`src/rtl/muldiv_unit_if.sv`:
```
// muldiv_unit_if: start/busy/done handshake, operands and HI/LO result bus.
// Ports: master drives start/op/a/b; slave drives busy/done/div_zero/hi/lo.
// WIDTH must match the muldiv_unit instance it is connected to.
interface muldiv_unit_if #(
  parameter int WIDTH = 32
);
  logic             start;
  logic [1:0]       op;
  logic [WIDTH-1:0] a;
  logic [WIDTH-1:0] b;
  logic             busy;
  logic             done;
  logic             div_zero;
  logic [WIDTH-1:0] hi;
  logic [WIDTH-1:0] lo;

  modport master (
    output start, op, a, b,
    input  busy, done, div_zero, hi, lo
  );

  modport slave (
    input  start, op, a, b,
    output busy, done, div_zero, hi, lo
  );
endinterface

```
`src/rtl/muldiv_unit.sv`:
```
// muldiv_unit: multi-cycle MULT/MULTU/DIV/DIVU producing the HI/LO pair.
// Latency: done pulses WIDTH+1 cycles after start; divide-by-zero completes after 1 cycle.
// Backpressure: none; start is honoured only when idle, starts while busy are dropped.
// Ports: clock, reset (sync, active-high); bus (slave): start, op (funct[1:0]),
//        a, b in; busy, done, div_zero, hi, lo out (all registered).
// Build option: MULDIV_SIGNED_EN enables signed MULT/DIV with sign correction;
//        when undefined op[0] is ignored and every operation is unsigned.
module muldiv_unit #(
  parameter int WIDTH = 32
) (
  input logic          clock,
  input logic          reset,
  muldiv_unit_if.slave bus
);

  localparam int CW = $clog2(WIDTH);

  typedef enum logic [1:0] {
    IDLE = 2'd0,
    RUN  = 2'd1,
    FIX  = 2'd2
  } state_t;

  state_t             state_q;
  logic [CW-1:0]      cnt_q;
  logic               is_div_q;
  logic               dz_q;       // pending divide-by-zero completion
  logic [WIDTH-1:0]   opnd_q;     // multiplicand (mul) or divisor (div) magnitude
  logic [2*WIDTH-1:0] acc_q;      // mul: {partial, multiplier}; div: {remainder, dividend/quotient}
  logic               busy_q;
  logic               done_q;
  logic               div_zero_q;
  logic [WIDTH-1:0]   hi_q;
  logic [WIDTH-1:0]   lo_q;

  logic [WIDTH-1:0]   a_mag;
  logic [WIDTH-1:0]   b_mag;
  logic [2*WIDTH-1:0] acc_d;
  logic [WIDTH:0]     add_sum;
  logic [WIDTH:0]     shl;
  logic               fits;
  logic [WIDTH-1:0]   rem_sub;
  logic [WIDTH-1:0]   fix_hi;
  logic [WIDTH-1:0]   fix_lo;

`ifdef MULDIV_SIGNED_EN
  logic is_signed;
  logic a_neg;
  logic b_neg;
  logic neg_q;                    // negate product / quotient
  logic rneg_q;                   // negate remainder (dividend was negative)
`else
  logic op0_unused;
  assign op0_unused = bus.op[0];
`endif

  // Operand magnitudes. Held as unsigned WIDTH-bit values, which is the
  // WIDTH+1-bit signed magnitude with its always-zero top bit dropped, so the
  // most-negative operand maps to 2^(WIDTH-1) exactly.
  always_comb begin
`ifdef MULDIV_SIGNED_EN
    is_signed = ~bus.op[0];
    a_neg     = is_signed & bus.a[WIDTH-1];
    b_neg     = is_signed & bus.b[WIDTH-1];
    a_mag     = a_neg ? (~bus.a + 1'b1) : bus.a;
    b_mag     = b_neg ? (~bus.b + 1'b1) : bus.b;
`else
    a_mag     = bus.a;
    b_mag     = bus.b;
`endif
  end

  // One iteration of shift-add multiply or restoring divide.
  always_comb begin
    add_sum = {1'b0, acc_q[2*WIDTH-1:WIDTH]} + {1'b0, (acc_q[0] ? opnd_q : {WIDTH{1'b0}})};
    shl     = {acc_q[2*WIDTH-1:WIDTH], acc_q[WIDTH-1]};
    fits    = (shl >= {1'b0, opnd_q});
    // Only used when fits: true difference is below the divisor, so WIDTH bits suffice.
    rem_sub = shl[WIDTH-1:0] - opnd_q;
    if (is_div_q) begin
      acc_d = fits ? {rem_sub, acc_q[WIDTH-2:0], 1'b1}
                   : {shl[WIDTH-1:0], acc_q[WIDTH-2:0], 1'b0};
    end else begin
      acc_d = {add_sum, acc_q[WIDTH-1:1]};
    end
  end

  // Final sign correction; pure pass-through for unsigned operations.
  always_comb begin
    fix_hi = acc_q[2*WIDTH-1:WIDTH];
    fix_lo = acc_q[WIDTH-1:0];
`ifdef MULDIV_SIGNED_EN
    if (!is_div_q) begin
      if (neg_q) {fix_hi, fix_lo} = -acc_q;
    end else begin
      if (neg_q)  fix_lo = -acc_q[WIDTH-1:0];
      if (rneg_q) fix_hi = -acc_q[2*WIDTH-1:WIDTH];
    end
`endif
  end

  always_ff @(posedge clock) begin
    if (reset) begin
      state_q    <= IDLE;
      cnt_q      <= '0;
      is_div_q   <= 1'b0;
      dz_q       <= 1'b0;
      opnd_q     <= '0;
      acc_q      <= '0;
      busy_q     <= 1'b0;
      done_q     <= 1'b0;
      div_zero_q <= 1'b0;
      hi_q       <= '0;
      lo_q       <= '0;
`ifdef MULDIV_SIGNED_EN
      neg_q      <= 1'b0;
      rneg_q     <= 1'b0;
`endif
    end else begin
      done_q <= 1'b0;
      case (state_q)
        IDLE: begin
          if (bus.start) begin
            is_div_q   <= bus.op[1];
            div_zero_q <= 1'b0;
            busy_q     <= 1'b1;
            cnt_q      <= CW'(WIDTH - 1);
`ifdef MULDIV_SIGNED_EN
            neg_q      <= a_neg ^ b_neg;
            rneg_q     <= a_neg;
`endif
            if (bus.op[1]) begin
              acc_q  <= {{WIDTH{1'b0}}, a_mag};
              opnd_q <= b_mag;
            end else begin
              acc_q  <= {{WIDTH{1'b0}}, b_mag};
              opnd_q <= a_mag;
            end
            // Divide by zero bypasses the iterations and completes on the
            // next edge; FIX sees dz_q and leaves hi/lo untouched.
            if (bus.op[1] && (bus.b == '0)) begin
              dz_q    <= 1'b1;
              state_q <= FIX;
            end else begin
              dz_q    <= 1'b0;
              state_q <= RUN;
            end
          end
        end
        RUN: begin
          acc_q <= acc_d;
          if (cnt_q == '0) begin
            state_q <= FIX;
          end else begin
            cnt_q <= cnt_q - 1'b1;
          end
        end
        FIX: begin
          busy_q  <= 1'b0;
          done_q  <= 1'b1;
          state_q <= IDLE;
          if (dz_q) begin
            div_zero_q <= 1'b1;
          end else begin
            hi_q <= fix_hi;
            lo_q <= fix_lo;
          end
        end
        default: state_q <= IDLE;
      endcase
    end
  end

  assign bus.busy     = busy_q;
  assign bus.done     = done_q;
  assign bus.div_zero = div_zero_q;
  assign bus.hi       = hi_q;
  assign bus.lo       = lo_q;

endmodule

```
`src/flat_wrapper.sv`:
```
// flat-port wrapper written by rule: the top's interface ports become plain ports
module muldiv_unit_flat 
#(
  parameter int WIDTH = 32
)
  (clock, reset, bus_start, bus_op, bus_a, bus_b, bus_busy, bus_done, bus_div_zero, bus_hi, bus_lo);
  muldiv_unit_if #(.WIDTH(WIDTH)) bus_i ();
  input logic clock;
  input logic reset;
  input wire logic [$bits(bus_i.start)-1:0] bus_start;
  input wire logic [$bits(bus_i.op)-1:0] bus_op;
  input wire logic [$bits(bus_i.a)-1:0] bus_a;
  input wire logic [$bits(bus_i.b)-1:0] bus_b;
  output wire logic [$bits(bus_i.busy)-1:0] bus_busy;
  output wire logic [$bits(bus_i.done)-1:0] bus_done;
  output wire logic [$bits(bus_i.div_zero)-1:0] bus_div_zero;
  output wire logic [$bits(bus_i.hi)-1:0] bus_hi;
  output wire logic [$bits(bus_i.lo)-1:0] bus_lo;
  assign bus_i.start = bus_start;
  assign bus_i.op = bus_op;
  assign bus_i.a = bus_a;
  assign bus_i.b = bus_b;
  assign bus_busy = bus_i.busy;
  assign bus_done = bus_i.done;
  assign bus_div_zero = bus_i.div_zero;
  assign bus_hi = bus_i.hi;
  assign bus_lo = bus_i.lo;
  muldiv_unit #(.WIDTH(WIDTH)) u_core (.clock(clock), .reset(reset), .bus(bus_i));
endmodule
```
`config.mk`:
```
export PLATFORM = sky130hd
export DESIGN_NAME = muldiv_unit_flat
export DESIGN_NICKNAME = d
export VERILOG_FILES = /design/src/rtl/muldiv_unit_if.sv /design/src/rtl/muldiv_unit.sv /design/src/flat_wrapper.sv
export SDC_FILE = /design/constraint.sdc
export NUM_CORES = 1
export LEC_CHECK = 0
export CAP_MARGIN = 20
export CORE_ASPECT_RATIO = 0.6
export CORE_MARGIN = 3
export CORE_UTILIZATION = 32
export DETAILED_ROUTE_END_ITERATION = 10
export DONT_BUFFER_PORTS = 1
export PLACE_DENSITY = 0.58
export SLEW_MARGIN = 40
export SYNTH_ARGS = -nofsm -noshare
export SYNTH_HDL_FRONTEND = slang
export SYNTH_SLANG_ARGS = --single-unit
```
`constraint.sdc`:
```
create_clock -name clock -period 8.4 [get_ports clock]
set_input_delay 1.26 -clock clock [delete_from_list [all_inputs] [get_ports clock]]
set_output_delay 1.26 -clock clock [all_outputs]
set_load 0.005 [all_outputs]
```
### Word-level counts from Yosys, hierarchy flattened

Index checks and enable logic that the tools add are counted.

* flip-flop bits (word level): 172
* bits of input ports: 69
* output and inout bits: 67
* logic and storage cells: 56

* $add $sub $neg: 3
* order comparisons: 1
* eq/ne operators: 6
* muxes and demuxes: 21
* bitwise logic cells: 1
* reductions and logical operators: 13

Operators by type and width (count)
* 64-bit two-way mux: 3
* 64-bit one-hot mux with 2 select lines: 1
* 32-bit two-way mux: 3
* 32-bit by 32-bit adder with 33-bit output: 1
* 33-bit by 32-bit greater-or-equal comparator with 1-bit output: 1
* 32-bit zero test: 1
* 32-bit subtractor: 1
* 5-bit two-way mux: 2
* 5-bit one-hot mux with 2 select lines: 1
* 2-bit AND reduction: 5
* 2-bit two-way mux: 3
* 3-bit AND reduction: 2
* 5-bit zero test: 1
* 1-bit two-way mux: 5
* 5-bit by 1-bit subtractor with 5-bit output, second input constant: 1
* 2-bit by 1-bit inequality test with 1-bit output, second input constant: 2
* 2-bit inequality test, second input constant: 2
* 1-bit one-hot mux with 2 select lines: 2
* 2-bit one-hot mux with 2 select lines: 1
* 2-bit nonzero test: 2
* 2-bit by 1-bit == test with 1-bit output, second input constant: 1
* 2-bit == test, second input constant: 1
* 2-bit zero test: 1
* 1-bit logical AND: 1
* 1-bit inverter: 1

### Logic depth before layout (Yosys ltp)

* depth after elaboration: 5
* mapped depth: 14
* gate-level depth less buffers: 13

### Worst setup path after synthesis

No wires, ideal clock.

* path type: reg2reg
* start: register u_core.acc_q[0]
* end: register u_core.acc_q[48]
* library setup time: 0.122 ns
* arrival: 2.941 ns
* data required time: 8.278 ns
* setup slack: 5.338 ns
* cell stages (with the launch flop): 15
* path buffers: 2
* clock period less this slack: 3.062 ns
* path through: dfxtp_1 inv_1 clkbuf_1 nor2_1 ha_1 buf_2 and4_1 nor2b_1 or2_1 a311oi_2 o21ai_1 a221oi_1 xor2_1 o21ai_1 a221o_1

* word-level cells in the longest chain between the ends: 4

Ends and longest elaborated chain
* start: declaration: line muldiv_unit.sv:29 `logic [2*WIDTH-1:0] acc_q;`
* start signal: assignment: line muldiv_unit.sv:133 `acc_q <= {{WIDTH{1'b0}}, a_mag};`
* start signal: assignment: line muldiv_unit.sv:136 `acc_q <= {{WIDTH{1'b0}}, b_mag};`
* 32-bit two-way mux: line muldiv_unit.sv:75 `add_sum = {1'b0, acc_q[2*WIDTH-1:WIDTH]} + {1'b0, (acc_q[0] ? opnd_q : {WIDTH{1'b0}})};`
* 32-bit by 32-bit adder with 33-bit output: line muldiv_unit.sv:75
* 64-bit two-way mux: line muldiv_unit.sv:80 `if (is_div_q) begin`
* 64-bit one-hot mux with 2 select lines: line muldiv_unit.sv:121 `case (state_q)`

No other way between the ends.
A chain may end at the register's enable or synchronous reset.

### Worst setup path after layout

* start: register u_core.acc_q[0]
* end: register u_core.acc_q[63]

The elaborated chain is that of the path after synthesis.

==> flow_summary.toml <==
[clocking]
cts_tree = "built"
path_clk_slew_ps = 80
cts.sinks = 172
cts_buffers = 17
clockBufferDepth = 2
post-cts-setup-buffers = 0
clock_latency_ps = 460
post_cts_resized = 0
root_buffer = "clkbuf_16"
hold_buffers = 0
h-tree-depth = 4

[power_and_ir_drop]
peakVddDrop_uv = 166
finalPower_mw = 2.27
power_switching_uw = 772
internal_power_mw = 1.50
switching_share_pct = 34.0
powerDensity_nw_per_um2 = 185
p_comb_share_pct = 22.4
p_seq_share_pct = 40.5
leakagePower_nw = 4.92
pwr-share-clk_pct = 37.1

[global_routing]
grt_max_degree = 144
grt_pass1_wl_um = 60600
grt_usage_pct = 20.5
antenna_found_initial = 0
grt_pass1_vias = 9550
overflow = 0

[placement]
io_buffer_count = 0
dpl.cell_count = 1844
place_hpwl_um = 29900
gp_congestion = 0.943
dp_slack_ps = 4430
placed_area_um2 = 11700

[yosys]
synth-edff-count = 0
ys_ff_latch = 172
synthCells = 1480
syn-cell-area_um2 = 11400
yosys_most_used_dff = "dfxtp_1"
seq_area_frac_synth_pct = 30.2
yosys_warnings = 0
syn_avg_cell_area_um2 = 7.71
synth_cell_types = 71
async_flop_share_pct = 0
synth_fp_nets = 1617

[setup_path]
endpoint_kind = "flip-flop"
arrival_ps = 4580
cp.required_ps = 8790
path_cells = "inv_2 -> nor2_1 -> ha_1 -> nor2b_1 -> o31ai_2 -> a211oi_1 -> o21ai_1 -> a21oi_1 -> o21ai_0 -> o41ai_1 -> a32oi_1 -> a31oi_1"
max_stage_delay_ps = 590
rrSetupSlack_ps = 4210
cp.buffers_inverters = 1
crit_family = "compound AO/OA/AOI/OAI gates"
cp_slowest_cell = "o41ai_1"
critPathLaunchType = "flip-flop"
path_class = "flip-flop to flip-flop"
cp_max_fo = 31

[route]
drt_iter0_markers = 1107
drc = 0
vias_per_cell = 5.70
finalWirelength_um = 40000
first_pass_iters = 5
vias = 10694
wl_per_cell_um = 21.3
postRouteAntennaNets = 0

[flow_run]
maxCapViolCount = 0

[floorplan]
die_h_um = 152
num_rows = 52
die_w_um = 250
die_area_um2 = 38000
floorplan.initialDensity_pct = 33.2
ioPinCount = 136
core_um2 = 34400

[sta]
fin_ws_ps = 4210
final_max_slew_viol_count = 0
hold_viol = 0
max_freq_ghz = 0.239
clock_skew_ps = 17.0
fin_crit_sh_pct = 49.9
grt_setup_unrepaired = "false"
tightestPinTransition_ps = 823
tns_ps = 0
fin_crit_ps = 4190
slew_headroom_pct = 45.1
hold-worst-slack_ps = 472
setup_viol = 0

[layout]
finalInstanceArea_um2 = 12300
insertedDiodeCount = 0
fin_util_pct = 35.7
n_fill_cell = 3601
final_cell_mix = "193 x nand2_1, 171 x dfxtp_1, 168 x a21oi_1"
syn_to_final_growth_pct = 7.60
instances_no_fill = 1875
fin_nets = 1541
drive_gt1_share_pct = 4.10
final_common_cell = "nand2_1"

[outcome]
status = "finished, final reports clean"

[min_path]
min_path_type = "flip-flop to flip-flop"
path summary, 6_finish.rpt:
check                    start                end  depth (start not counted)
max            u_core.acc_q[0]   u_core.acc_q[63]                         12
min          u_core.bus.hi[25]  u_core.bus.hi[25]                          2
max reg2reg    u_core.acc_q[0]   u_core.acc_q[63]                         12
min reg2reg  u_core.bus.hi[25]  u_core.bus.hi[25]                          2
synthesized netlist by cell type, types with 8 or more instances:
cell type	instances	area share (%)
a211oi_1	106	7.0
a21o_1	31	2.0
a21oi_1	168	7.4
a22o_1	8	0.61
a22oi_1	11	0.72
a31oi_1	12	0.66
clkbuf_1	86	2.8
dfxtp_1	172	30
ha_1	66	7.2
inv_1	53	1.7
mux2i_1	82	7.2
nand2_1	193	6.3
nand3_1	16	0.70
nand4_1	14	0.77
nor2_1	152	5.0
nor2b_1	41	2.2
nor3_1	16	0.70
nor4_1	12	0.66
o211ai_1	9	0.59
o21a_1	13	0.86
o21ai_0	24	1.1
o21ai_1	19	0.83
o21bai_1	9	0.59
xnor2_1	26	2.0
xor2_1	25	1.9
routing by layer:
layer  global-route usage [%]  wire length (µm)  vias to the layer above
li1                         -                 -                     5159
met1                     32.2             20400                     5118
met2                     26.1             15100                      390
met3                     7.40              4190                       27
met4                     3.37               393                        0
met5                        0                 0                        -
state kept, by name, summed over array words and instances, names as in the netlist, 2 cells and up:
register and cells:
u_core.bus.hi 32, u_core.state_q 2, u_core.opnd_q 32, u_core.cnt_q 5
u_core.bus.lo 32, u_core.acc_q 64
power by group through the flow:
stage	logic, mW	registers, mW	clock network [mW]
floorplan	0.401	0.910	0
global placement	0.492	0.935	0
detailed placement	0.497	0.936	0
CTS	0.500	0.917	0.852
global route	0.560	0.926	0.895
finish	0.510	0.919	0.842
final cells by class:
cell class,instances,area (µm²),share of cell area [%]
multi-input cells,1151,7390,60.2
repair buffers,9,67.6,0.550
inverters,53,199,1.62
well taps,459,574,4.68
clock inverters,14,173,1.41
flip-flops and latches,172,3450,28.1
clock buffers,17,425,3.46
cells by family (layout without fill, tap and decap cells):
family,after synthesis,count (layout),share of synthesized area [%]
compound gates,458,458,26.1
xor+xnor,51,51,3.91
buf+inv,157,93,5.55
mux,84,84,7.39
simple gates,490,490,19.3
flops,172,172,30.2
fa+ha+maj,68,68,7.59
tightest hold or removal path, cell delays in order (launching register included):
cell     delay (ps)
dfxtp_1         320
nand2_1          50
a21oi_1          50
(Power assumes the default switching activity.)
